### config.mk
export PLATFORM = sky130hd
export DESIGN_NAME = param_vending
export DESIGN_NICKNAME = d
export VERILOG_FILES = /design/src/rtl/vend_pkg.sv /design/src/rtl/vend_stock.sv /design/src/rtl/param_vending.sv
export SDC_FILE = /design/constraint.sdc
export NUM_CORES = 1
export LEC_CHECK = 0
export ABC_CLOCK_PERIOD_IN_PS = 2400
export CORE_UTILIZATION = 50
export CTS_CLUSTER_DIAMETER = 60
export DETAILED_ROUTE_END_ITERATION = 16
export PLACE_DENSITY = 0.76
export SLEW_MARGIN = 0
export SYNTH_ARGS = -nofsm -noshare
export SYNTH_HDL_FRONTEND = slang
export SYNTH_SLANG_ARGS = --single-unit
### constraint.sdc
create_clock -name clk -period 2.4 [get_ports clk]
set_input_delay 0.36 -clock clk [delete_from_list [all_inputs] [get_ports clk]]
set_output_delay 0.36 -clock clk [all_outputs]
set_load 0.05 [all_outputs]
### src/rtl/vend_pkg.sv
// rtl/vend_pkg.sv - shared state encoding, coin values and default parameters for the vending block
package vend_pkg;

    typedef enum logic [1:0] {
        ST_IDLE   = 2'd0,
        ST_VEND   = 2'd1,
        ST_CHANGE = 2'd2,
        ST_DONE   = 2'd3
    } vend_state_e;

    localparam int NICKEL_VAL  = 5;
    localparam int DIME_VAL    = 10;
    localparam int QUARTER_VAL = 25;

    localparam int DEF_N_ITEMS    = 4;
    localparam int DEF_PRICE      = 15;
    localparam int DEF_MAX_CREDIT = 50;
    localparam int DEF_CREDIT_W   = 6;
    localparam int DEF_STOCK_W    = 4;
    localparam int DEF_INIT_STOCK = 8;

endpackage

### src/rtl/vend_stock.sv
// rtl/vend_stock.sv - per-item stock counters with registered sold-out flags
module vend_stock
    import vend_pkg::*;
#(
    parameter int N_ITEMS    = DEF_N_ITEMS,
    parameter int STOCK_W    = DEF_STOCK_W,
    parameter int INIT_STOCK = DEF_INIT_STOCK,
    localparam int SEL_W     = $clog2(N_ITEMS)
) (
    input  logic                         clk,
    input  logic                         reset,
    input  logic                         dec_en,
    input  logic [SEL_W-1:0]             dec_idx,
    input  logic                         reload,
    output logic [N_ITEMS*STOCK_W-1:0]   stock,
    output logic [N_ITEMS-1:0]           sold_out
);

    localparam logic [STOCK_W-1:0] INIT_VAL = STOCK_W'(INIT_STOCK);
    localparam logic [STOCK_W-1:0] ONE_VAL  = STOCK_W'(1);

    logic [N_ITEMS*STOCK_W-1:0] stock_q, stock_d;
    logic [N_ITEMS-1:0]         sold_out_q, sold_out_d;

    // Reload wins over a decrement; sold_out is derived from the next value so it stays registered.
    always_comb begin
        stock_d    = stock_q;
        sold_out_d = '0;
        for (int i = 0; i < N_ITEMS; i++) begin
            if (reload) begin
                stock_d[i*STOCK_W +: STOCK_W] = INIT_VAL;
            end else if (dec_en && (dec_idx == SEL_W'(i))
                         && (stock_q[i*STOCK_W +: STOCK_W] != '0)) begin
                stock_d[i*STOCK_W +: STOCK_W] = stock_q[i*STOCK_W +: STOCK_W] - ONE_VAL;
            end
            sold_out_d[i] = (stock_d[i*STOCK_W +: STOCK_W] == '0);
        end
    end

    always_ff @(posedge clk or negedge reset) begin
        if (!reset) begin
            stock_q    <= {N_ITEMS{INIT_VAL}};
            sold_out_q <= {N_ITEMS{INIT_VAL == '0}};
        end else begin
            stock_q    <= stock_d;
            sold_out_q <= sold_out_d;
        end
    end

    assign stock    = stock_q;
    assign sold_out = sold_out_q;

endmodule

### src/rtl/param_vending.sv
// rtl/param_vending.sv - parameterised coin-operated vending controller with change and restock
module param_vending
    import vend_pkg::*;
#(
    parameter int N_ITEMS    = DEF_N_ITEMS,
    parameter int PRICE      = DEF_PRICE,
    parameter int MAX_CREDIT = DEF_MAX_CREDIT,
    parameter int CREDIT_W   = DEF_CREDIT_W,
    parameter int STOCK_W    = DEF_STOCK_W,
    parameter int INIT_STOCK = DEF_INIT_STOCK,
    localparam int SEL_W     = $clog2(N_ITEMS)
) (
    input  logic                clk,
    input  logic                reset,
    input  logic                nickel,
    input  logic                dime,
    input  logic                quarter,
    input  logic [SEL_W-1:0]    sel,
    input  logic                dispense_in,
    input  logic                cancel,
    input  logic                restock,
    output logic                dispense_out,
    output logic [SEL_W-1:0]    item_out,
    output logic                change_valid,
    output logic [CREDIT_W-1:0] change_out,
    output logic                done,
    output logic                coin_reject,
    output logic [CREDIT_W-1:0] credit,
    output logic [N_ITEMS-1:0]  sold_out,
    output logic                busy
);

    localparam int SUM_W = CREDIT_W + 1;
    localparam logic [CREDIT_W-1:0] PRICE_C = CREDIT_W'(PRICE);
    localparam logic [SUM_W-1:0]    MAX_C   = SUM_W'(MAX_CREDIT);

    vend_state_e state_q, state_d;
    logic [CREDIT_W-1:0] credit_q, credit_d;
    logic [CREDIT_W-1:0] change_q, change_d;
    logic [SEL_W-1:0]    item_q, item_d;
    logic                dispense_q, dispense_d;
    logic                change_valid_q, change_valid_d;
    logic [CREDIT_W-1:0] change_out_q, change_out_d;
    logic                done_q, done_d;
    logic                reject_q, reject_d;
    logic                busy_q, busy_d;

    logic                       dec_en, reload;
    logic [N_ITEMS*STOCK_W-1:0] stock_flat;
    logic                       coin_any, coin_extra, sel_ok, item_avail;
    logic [SUM_W-1:0]           coin_val, credit_sum;

    vend_stock #(
        .N_ITEMS    (N_ITEMS),
        .STOCK_W    (STOCK_W),
        .INIT_STOCK (INIT_STOCK)
    ) u_stock (
        .clk      (clk),
        .reset    (reset),
        .dec_en   (dec_en),
        .dec_idx  (sel),
        .reload   (reload),
        .stock    (stock_flat),
        .sold_out (sold_out)
    );

    assign coin_any   = nickel | dime | quarter;
    assign coin_extra = (quarter & (dime | nickel)) | (dime & nickel);
    assign coin_val   = quarter ? SUM_W'(QUARTER_VAL) :
                        dime    ? SUM_W'(DIME_VAL)    :
                        nickel  ? SUM_W'(NICKEL_VAL)  : '0;
    assign credit_sum = {1'b0, credit_q} + coin_val;
    assign sel_ok     = (int'(sel) < N_ITEMS);
    assign item_avail = sel_ok && (stock_flat[int'(sel)*STOCK_W +: STOCK_W] != '0);

    // Pulse outputs are computed from the transition and registered, so they line up with the new state.
    always_comb begin
        state_d        = state_q;
        credit_d       = credit_q;
        change_d       = change_q;
        item_d         = item_q;
        dispense_d     = 1'b0;
        change_valid_d = 1'b0;
        change_out_d   = '0;
        done_d         = 1'b0;
        reject_d       = 1'b0;
        dec_en         = 1'b0;
        reload         = 1'b0;

        case (state_q)
            ST_IDLE: begin
                if (cancel && (credit_q != '0)) begin
                    state_d        = ST_CHANGE;
                    change_valid_d = 1'b1;
                    change_out_d   = credit_q;
                    credit_d       = '0;
                    reject_d       = coin_any;
                    reload         = restock;
                end else if (dispense_in && (credit_q >= PRICE_C) && item_avail) begin
                    state_d    = ST_VEND;
                    dispense_d = 1'b1;
                    item_d     = sel;
                    dec_en     = 1'b1;
                    change_d   = credit_q - PRICE_C;
                    credit_d   = '0;
                    reject_d   = coin_any;
                end else begin
                    reload = restock;
                    if (coin_any) begin
                        if (credit_sum > MAX_C) begin
                            reject_d = 1'b1;
                        end else begin
                            credit_d = credit_sum[CREDIT_W-1:0];
                            reject_d = coin_extra;
                        end
                    end
                end
            end
            ST_VEND: begin
                reject_d = coin_any;
                if (change_q != '0) begin
                    state_d        = ST_CHANGE;
                    change_valid_d = 1'b1;
                    change_out_d   = change_q;
                end else begin
                    state_d = ST_DONE;
                    done_d  = 1'b1;
                end
            end
            ST_CHANGE: begin
                reject_d = coin_any;
                state_d  = ST_DONE;
                change_d = '0;
                done_d   = 1'b1;
            end
            ST_DONE: begin
                reject_d = coin_any;
                state_d  = ST_IDLE;
            end
            default: begin
                state_d = ST_IDLE;
            end
        endcase

        busy_d = (state_d != ST_IDLE);
    end

    always_ff @(posedge clk or negedge reset) begin
        if (!reset) begin
            state_q        <= ST_IDLE;
            credit_q       <= '0;
            change_q       <= '0;
            item_q         <= '0;
            dispense_q     <= 1'b0;
            change_valid_q <= 1'b0;
            change_out_q   <= '0;
            done_q         <= 1'b0;
            reject_q       <= 1'b0;
            busy_q         <= 1'b0;
        end else begin
            state_q        <= state_d;
            credit_q       <= credit_d;
            change_q       <= change_d;
            item_q         <= item_d;
            dispense_q     <= dispense_d;
            change_valid_q <= change_valid_d;
            change_out_q   <= change_out_d;
            done_q         <= done_d;
            reject_q       <= reject_d;
            busy_q         <= busy_d;
        end
    end

    assign dispense_out = dispense_q;
    assign item_out     = item_q;
    assign change_valid = change_valid_q;
    assign change_out   = change_out_q;
    assign done         = done_q;
    assign coin_reject  = reject_q;
    assign credit       = credit_q;
    assign busy         = busy_q;

endmodule

==> results of run 1 <==
routing by layer:
layer	vias to the layer above	routed length, um	GRT usage (%)
met2	56	3230	40.7
met1	1122	2930	31.3
li1	1131	-	-
met4	0	110	8.44
met3	9	206	4.10
met5	-	0	0
critical path: stages, from the launching register on:
cell      delay (ns)
dfrtp_2         0.43
ha_4            0.15
inv_2           0.03
fa_2            0.34
nand2b_4        0.16
a21oi_4         0.15
xnor2_2         0.11
a31oi_2         0.24
a21oi_4         0.07
or3_4           0.38
o32ai_2         0.24
registers in the layout (all words and copies together), names as in the netlist:
signal,flops
dispense_out,1
busy,1
change_q,6
change_out,6
u_stock.stock,16
change_valid,1
item_out,2
coin_reject,1
u_stock.sold_out,4
done,1
state_q,2
credit,6
report_power, final:
part | leakage [nW] | internal, mW | total (mW) | switching (mW)
Clock | 0.0654 | 0.416 | 0.680 | 0.264
Combinational | 1.08 | 1.20 | 2.72 | 1.52
Sequential | 0.607 | 1.08 | 1.31 | 0.234
Total | 1.75 | 2.69 | 4.71 | 2.02
cells by family after synthesis:
kind of cell / count (synthesis)
mux: 6
xor+xnor: 10
buf+inv: 31
simple gates: 90
flops: 47
fa+ha+maj: 16
compound gates: 63
synthesized netlist by cell type, drive strengths merged (2+ instances only):
library cell,count,area share (%)
o211a,2,0.73
a32o,6,2.2
xor2,3,0.96
a2111oi,3,2.3
xnor2,7,2.2
ha,15,6.9
nand2,15,2.2
clkbuf,3,0.78
buf,3,0.87
o22ai,6,1.4
nor4,3,1.2
a21oi,18,3.4
nor3b,3,1.0
o21ai,2,0.37
or2,3,0.69
nor3,4,0.73
a22o,6,1.9
dfstp,4,3.9
inv,25,3.4
a211oi,4,1.1
nor2b,5,1.1
nand3,11,2.0
mux2i,4,1.5
or4,4,1.5
a21o,2,0.83
nor2,26,3.6
nand2b,4,0.92
and3,3,0.69
dfrtp,43,39
and2,3,0.83
or3,3,0.87
a21boi,2,0.69
mux2,2,0.83
through the flow:
stage / TNS [ns] / setup slack, ns / utilization (%)
after floorplan: -0.649 / -0.127 / -
after global placement: -6.37 / -0.675 / 68.5
after detailed placement: -7.54 / -0.854 / 68.5
after CTS: -0.00129 / -0.00129 / 73.6
after global routing: -0.333 / -0.0659 / 74.8
final: 0 / 0.00795 / 74.8
final timing paths:
path / endpoint / start / slack, ns
worst min register to register: item_out[0] / item_out[0] / 0.51
worst max-delay path: credit[3] / credit[0] / 0.008
worst max register to register: credit[3] / credit[0] / 0.008
min in group clk: item_out[0] / item_out[0] / 0.51
worst min-delay path: credit[2] / reset / 0.002
max in group asynchronous: u_stock.stock[3] / reset / 1.76
what timing repair did:
item,CTS,global route
setup endpoints to repair,7,14
gates resized for setup,29,15
buffers inserted,7,0
pin swaps,17,3
layout make-up:
cell class | instances | area (sq um)
multi-input cells | 185 | 1600
fillers | 325 | 1300
flip-flops and latches | 47 | 1190
repair buffers | 93 | 769
inverters | 25 | 93.8
well taps | 70 | 87.6
clock buffers | 6 | 72.6
clock inverters | 2 | 60.1
==> metrics.md, run 1 <==
| Metric | Value |
|---|---|
| Outcome | finished, final reports clean |
| Synth Area in XOR/XNOR | around 3.2% |
| First-pass GRT wire length | between 10 and 15 mm |
| Final setup vio count | 0 |
| Unique masters post-synth | 64 |
| Yosys warning count | 0 |
| Worst-Skew Late Latency | about 0.30 ns |
| Max Root-Sink Buffers | 2 |
| Total die area | approximately 5800 sq um |
| Worst-Margin Slew | 0.505 ns |
| Dpl cells | approximately 420 |
| CP arrival | ~2.6 ns |
| Highest clock rate | 418 MHz |
| Worst EP required | between 2 and 3 ns |
| Mapped Cells | about 260 |
| Nets@finish | around 380 |
| CTS Hold Buffers Added | 0 |
| Seq/Total Area, Yosys | 43.3% |
| CTS Buf Count | 5 |
| CTS tree | done |
| Worst Path Max Fanout | 5 |
| Syn Nets | between 200 and 300 |
| Pleak | around 1.8 nW |
| HP Class | primary input to asynchronous set/reset pin |
| Tmin final | 2.39 ns |
| Post-Synthesis Cell Area | 2730 sq um |
| Total power | around 4.7 mW |
| Worst slew margin | between 60% and 70% |
| Setup Skew | between 0.009 and 0.01 ns |
| Clk pin slew, worst setup/hold paths | 0.09 ns |
| Die W | about 76 um |
| RSZ-0062 raised after global routing | yes |
| Largest family of logic cells by synthesized area | compound AO/OA/AOI/OAI gates |
| Total GRT Usage | 24.2% |
| Most common cell after layout, fill and taps aside | buf_4 |
| FFs w/ async S/R, synth | between 90% and 100% |
| Die Y | about 76 um |
| Detailed Place HPWL | ~4.7 mm |
| Gpl congestion | 0.796 |
| Largest net degree at the start of global routing | 21 |
| Most common flop cell mapped by yosys | dfrtp_1 |
| CTS H-tree depth | 2 |
| Most frequent cells in the layout | 61 x buf_4, 38 x dfrtp_1, 26 x clkdlybuf4s50_1 |
| Port bufs | 32 |
| Multiplexer area fraction after synthesis | ~2.3% |
| Placed inst area | about 3500 sq um |
| Design area | about 3900 sq um |
| CORE AREA | 5170 sq um |
| Row count | 26 |
| P&R area growth vs syn | 41.8% |
| Final period util | 99.7% |
| Non-filler instance count after layout | 428 |
| Vias in the first global route | 2214 |
| Simple-gate share of the synthesized area | between 15 and 20% |
| GR Overflow Total | 0 |
| Starting Density | roughly 53% |
| Maximum vdd ir drop | about 0.65 mV |
| Slew Limit Fails | 0 |
| DR DRC count | 0 |
| Vias per cell | between 5 and 6 |
| Crit path capture type | flip-flop |
| Worst r2r path cells | 10 |
| Synth Register Bits | between 40 and 50 |
| First-pass DRT Iterations | 4 |
| Post-route ant nets | 0 |
| Initial antenna violation count | 0 |
| Clock Root Buffer | clkbuf_8 |
| Antenna cells | 0 |
| Proportion of layout cells with a drive suffix above 1 | roughly 37% |
| Power Density | roughly 1200 nW/um^2 |
| Fin. Hold Viols | 0 |
| Syn_area_per_cell | between 10 and 15 sq um |
| Complex-gate fraction of the synthesized area | 20.2% |
| WL per Instance | 15.1 um |
| Final hold slack | between 0.0015 and 0.002 ns |
| Post-Route WL | between 6 and 7 mm |
| CTS Sinks | 47 |
| Via Count | about 2300 |
| Ports | 33 |
| Adder-cell share of the synthesized area | around 7.6% |
| CP Class | flip-flop to flip-flop |
| Max-cap violations | 0 |
| Initial drt markers | ~180 |
| Crit start category | flip-flop |
| EDFF count, synth | 0 |
Note: power is estimated with default switching activity, not from simulation.
==> run 2, diff against run 1 <==
--- a/config.mk
+++ b/config.mk
@@ -9,6 +9,7 @@
 export CORE_UTILIZATION = 50
 export CTS_CLUSTER_DIAMETER = 60
 export DETAILED_ROUTE_END_ITERATION = 16
+export HOLD_SLACK_MARGIN = 0.12
 export PLACE_DENSITY = 0.76
 export SLEW_MARGIN = 0
 export SYNTH_ARGS = -nofsm -noshare
==> run 2 against run 1 <==
  * Global-route usage grew 0.056 points
  * Utilization grew 0.19 points
  * Sequential power is essentially flat
  * Count of clock-buffer cells in the layout is the same
  * Non-clock buffer count grew 1
  * Critical path type unchanged
  * Largest power group unchanged
==> metrics.md, run 2 (synthesis results as in run 1) <==
| Metric | Value |
|---|---|
| Outcome | finished, final reports clean |
| Routed wl met3 | roughly 170 um |
| Hold Path Origin | item_out[0] |
| Sequential power share | approximately 28% |
| Cell Int Power | around 2.7 mW |
| Tmin final | around 2.4 ns |
| RSZ-0062 raised after global routing | yes |
| CTS Sinks | 47 |
| Vias per cell | approximately 5.4 |
| CTS H-tree depth | 2 |
| Antenna cells | 0 |
| Final setup vio count | 0 |
| CORE AREA | 5170 sq um |
| Fin. Hold Viols | 0 |
| Worst EP required | between 2 and 3 ns |
| Total power | 4.71 mW |
| CTS tree | done |
| R2R Path End | credit[3] |
| WL per Instance | around 15 um |
| Gate power share | just under 60% |
| Clock Root Buffer | clkbuf_8 |
| Initial drt markers | about 170 |
| Die W | between 70 and 80 um |
| Reg area | between 1000 and 1500 sq um |
| Max-cap violations | 0 |
| Worst r2r path cells | 10 |
| Most frequent cells in the layout | 61 x buf_4, 38 x dfrtp_1, 26 x clkdlybuf4s50_1 |
| Clock share of power | 14.4% |
| Worst slew margin | between 60% and 70% |
| Max FFs per register | 16 |
| Nets@finish | 384 |
| Max layer used | met4 |
| Max Root-Sink Buffers | 2 |
| Row count | 26 |
| CP arrival | between 2 and 3 ns |
| Port bufs | 32 |
| Die Y | approximately 76 um |
| First-pass DRT Iterations | 4 |
| Worst Path Max Fanout | 5 |
| Pleak | 1.75 nW |
| GR Overflow Total | 0 |
| WL met1 | slightly below 3 mm |
| R2R Path Start | credit[0] |
| Final period util | 99.7% |
| CP Class | flip-flop to flip-flop |
| Post-route ant nets | 0 |
| Detailed Place HPWL | approximately 4.7 mm |
| CP startpoint | credit[0] |
| Hold Path Sink | item_out[0] |
| HP Class | flip-flop to flip-flop |
| Total GRT Usage | about a quarter |
| Setup TNS Final | 0 ns |
| Power Density | approximately 1200 nW/um^2 |
| Slew Limit Fails | 0 |
| DR DRC count | 0 |
| Largest net degree at the start of global routing | 21 |
| Post-Route WL | 6.50 mm |
| Area of the multi-input gates | between 1500 and 2000 sq um |
| Most common cell after layout, fill and taps aside | buf_4 |
| R2R Setup Slk | roughly 0.0077 ns |
| Initial antenna violation count | 0 |
| Met2 WL | about 3.3 mm |
| Worst-Skew Late Latency | about 0.3 ns |
| First-pass GRT wire length | between 10 and 15 mm |
| Switch share | 42.8% |
| Setup Skew | approximately 0.010 ns |
| Crit start category | flip-flop |
| Hold path depth | 1 |
| Highest clock rate | 418 MHz |
| Vias in the first global route | between 2000 and 2500 |
| Gpl congestion | approximately 0.8 |
| Fillers | approximately 320 |
| Maximum vdd ir drop | 0.671 mV |
| Clk pin slew, worst setup/hold paths | 0.09 ns |
| Starting Density | 52.7% |
| Worst-Margin Slew | about 0.51 ns |
| Ports | 33 |
| P&R area growth vs syn | 42.2% |
| Proportion of layout cells with a drive suffix above 1 | 37.0% |
| Total die area | 5750 sq um |
| Via Count | approximately 2300 |
| CTS Buf Count | 5 |
| Switching pwr | slightly above 2 mW |
| Final hold slack | roughly 0.51 ns |
| Crit path capture type | flip-flop |
run 2: cell count changes in the layout (fill, tap and decap cells not counted):
cell / delta
dlygate4sd3_1: +1
run 2: per-layer routing:
layer / global-route usage (%) / vias to the layer above
met3: 4.10 / 10
met2: 40.7 / 47
met4: 8.44 / 0
li1: - / 1135
met1: 31.5 / 1114
met5: 0 / -
run 2: power groups by stage:
stage | clock (mW) | combinational, mW | sequential, mW
6_report | 0.679 | 2.72 | 1.31
5_1_grt | 0.709 | 2.94 | 1.34
4_1_cts | 0.684 | 2.64 | 1.30
3_5_place_dp | 0 | 2.48 | 1.32
3_3_place_gp | 0 | 2.42 | 1.31
2_1_floorplan | 0 | 1.24 | 1.70
run 2: layout make-up:
cell class	instances	area share [%]
clock buffer	6	1.87
clock inverter	2	1.55
inverter	25	2.42
multi-input combinational	185	41.2
sequential	47	30.6
tap	70	2.26
timing repair buffer	94	20.1
run 2: metrics by stage:
| stage | instances | utilization (%) | cell area [sq um] | worst slack [ns] |
|---|---|---|---|---|
| global placement | 415 | 68.5 | 3540 | -0.675 |
| finish | 429 | 75.0 | 3880 | 0.00765 |
| detailed placement | 415 | 68.5 | 3540 | -0.854 |
| floorplan | 263 | - | 2770 | -0.127 |
| CTS | 429 | 73.8 | 3810 | -0.00129 |
| global route | 429 | 75.0 | 3880 | -0.0663 |
run 2: repair_timing:
item | CTS | global route
endpoints found under the setup margin | 7 | 14
gates resized for setup | 29 | 15
pin swaps | 17 | 4
hold buffers | 1 | 0
setup buffers | 7 | 0
hold endpoints to repair | 18 | 0
run 2: worst max path at each step:
stage,cells past startpoint,end
after global placement,13,credit[0]
final,10,credit[3]
after global routing,10,credit[3]
after CTS,10,credit[3]
after floorplan,10,credit[5]
after detailed placement,13,credit[3]
run 2: worst max-delay path: stages, from the launching register on:
cell and delay (ns):
dfrtp_2 0.43, ha_4 0.15, inv_2 0.03, fa_2 0.34
nand2b_4 0.16, a21oi_4 0.15, xnor2_2 0.11, a31oi_2 0.24
a21oi_4 0.07, or3_4 0.38, o32ai_2 0.24
==> run 3, diff against run 2 <==
--- a/config.mk
+++ b/config.mk
@@ -11,6 +11,7 @@
 export DETAILED_ROUTE_END_ITERATION = 16
 export HOLD_SLACK_MARGIN = 0.12
 export PLACE_DENSITY = 0.76
+export SKIP_CTS_REPAIR_TIMING = 1
 export SLEW_MARGIN = 0
 export SYNTH_ARGS = -nofsm -noshare
 export SYNTH_HDL_FRONTEND = slang
==> run 3 against run 2 <==
  * The run now ends with negative setup slack left
  * Die area is the same
  * Register-to-register slack lost 0.09 ns
  * Design area grew 0.48%
  * Critical path type unchanged
  * Largest power group unchanged
  * Highest routed layer unchanged
==> metrics.md, run 3 (synthesis results as in run 1) <==
| Metric | Value |
|---|---|
| Outcome | finished, violations left |
| Failing checks | negative setup slack |
| Maximum vdd ir drop | roughly 0.7 mV |
| Worst r2r path cells | 9 |
| Total GRT Usage | 23.5% |
| Power Density | ~1200 nW/um^2 |
| Placed inst area | ~3500 sq um |
| Post-route ant nets | 0 |
| GR Overflow Total | 0 |
| Pleak | between 1.5 and 2 nW |
| Reg area | about 1200 sq um |
| Initial drt markers | about 140 |
| Finished Core Util | 75.4% |
| Proportion of layout cells with a drive suffix above 1 | roughly 36% |
| Fin. Hold Viols | 0 |
| P&R area growth vs syn | 42.9% |
| Tmin final | around 2.5 ns |
| Die Y | ~76 um |
| WL per Instance | around 16 um |
| Total die area | 5750 sq um |
| Setup TNS Final | -0.0962 ns |
| Slew Limit Fails | 0 |
| Max-cap violations | 0 |
| R2R Setup Slk | -0.09 ns |
| Post-Route WL | roughly 6.7 mm |
| Max Root-Sink Buffers | 2 |
| Setup Skew | ~0.0097 ns |
| Nets@finish | between 300 and 400 |
| Worst slew margin | 66.2% |
| R2R Path Start | u_stock.stock[3] |
| Clock Root Buffer | clkbuf_8 |
| RSZ-0062 raised after global routing | yes |
| Starting Density | between 50% and 60% |
| Detailed Place HPWL | about 4.7 mm |
| Via Count | between 2000 and 2500 |
| Worst Slack Setup Final | -0.0852 ns |
| Final setup vio count | 2 |
| First-pass DRT Iterations | 4 |
| CTS Sinks | 47 |
| Hold Path Sink | item_out[0] |
| Vias in the first global route | between 2000 and 2500 |
| Port bufs | 32 |
| Crit start category | flip-flop |
| Clk pin slew, worst setup/hold paths | around 0.090 ns |
| Gpl congestion | approximately 0.8 |
| Ports | 33 |
| CTS tree | done |
| R2R Path End | credit[3] |
| Crit path capture type | flip-flop |
| Most frequent cells in the layout | 59 x buf_4, 39 x dfrtp_1, 26 x clkdlybuf4s50_1 |
| CP Class | flip-flop to flip-flop |
| Max FFs per register | 16 |
| CORE AREA | approximately 5200 sq um |
| Total power | ~4.7 mW |
| CTS H-tree depth | 2 |
| HP Class | flip-flop to flip-flop |
| Hold path depth | 1 |
| First-pass GRT wire length | approximately 10 mm |
| Design area | 3900 sq um |
| Die W | between 70 and 80 um |
| Final period util | 104% |
| Antenna cells | 0 |
| Hold Path Origin | item_out[0] |
| Largest net degree at the start of global routing | 21 |
| Row count | 26 |
| Most common cell after layout, fill and taps aside | buf_4 |
| DR DRC count | 0 |
| Worst EP required | 2.60 ns |
| Area of the multi-input gates | around 1600 sq um |
| Highest clock rate | 402 MHz |
| CTS Buf Count | 5 |
| Worst-Skew Late Latency | 0.31 ns |
| Worst-Margin Slew | just over 0.5 ns |
| CP arrival | approximately 2.7 ns |
| Fillers | 315 |
| Vias per cell | ~5.4 |
| Initial antenna violation count | 0 |
| Worst Path Max Fanout | 5 |
==> run 3: cell types whose count changed in the layout (fill, tap and decap cells not counted), moves of 2 or more <==
cell | before | now
buf_2 | 3 | 1
buf_4 | 61 | 59
buf_6 | 0 | 3
dlymetal6s2s_1 | 2 | 5
nor2_2 | 1 | 3
==> run 3: worst max-delay path by stage <==
| stage | slack (ns) | end | start | depth (start not counted) |
|---|---|---|---|---|
| 2_1_floorplan | -0.13 | credit[5] | credit[0] | 10 |
| 3_3_place_gp | -0.67 | credit[0] | nickel | 13 |
| 3_5_place_dp | -0.85 | credit[3] | nickel | 13 |
| 4_1_cts | -0.52 | credit[3] | nickel | 13 |
| 5_1_grt | -0.15 | credit[3] | u_stock.stock[2] | 9 |
| 6_report | -0.09 | credit[3] | u_stock.stock[3] | 9 |
==> run 3: layout make-up <==
type	instances	share of cell area, %
multi-input cells	185	40.6
clock inverters	2	1.54
inverters	25	2.41
repair buffers	95	20.9
clock buffers	6	1.86
well taps	70	2.25
flip-flops and latches	47	30.4
==> run 3: stage by stage <==
step,hold WS (ns),worst slack (ns),instances
6_report,0.512,-0.0852,430
5_1_grt,0.552,-0.150,430
4_1_cts,0.0165,-0.521,423
3_5_place_dp,0.339,-0.854,415
3_3_place_gp,0.334,-0.675,415
2_1_floorplan,0.0644,-0.127,263
==> run 3: layer usage <==
metal	part of all wire, %	GRT usage [%]	vias to the layer above	wire [um]
met4	1.2	6.38	0	81
met1	43	31.1	1131	2900
li1	-	-	1132	-
met2	52	39.5	66	3460
met5	0	0	-	0
met3	3.9	3.97	8	258
==> run 3: power breakdown <==
part	internal (mW)	switching, mW	total, mW
clock network	0.416	0.265	0.681
registers	1.08	0.245	1.32
logic	1.21	1.53	2.73
==> run 3: worst max-delay path, stage by stage, from the launching register on <==
cell     delay, ns
dfstp_2       0.39
or4_4         0.55
a22oi_4       0.23
buf_6         0.13
a21o_4        0.11
and2_4        0.14
buf_6         0.10
nand2_4       0.04
or3_4         0.43
o32ai_2       0.28
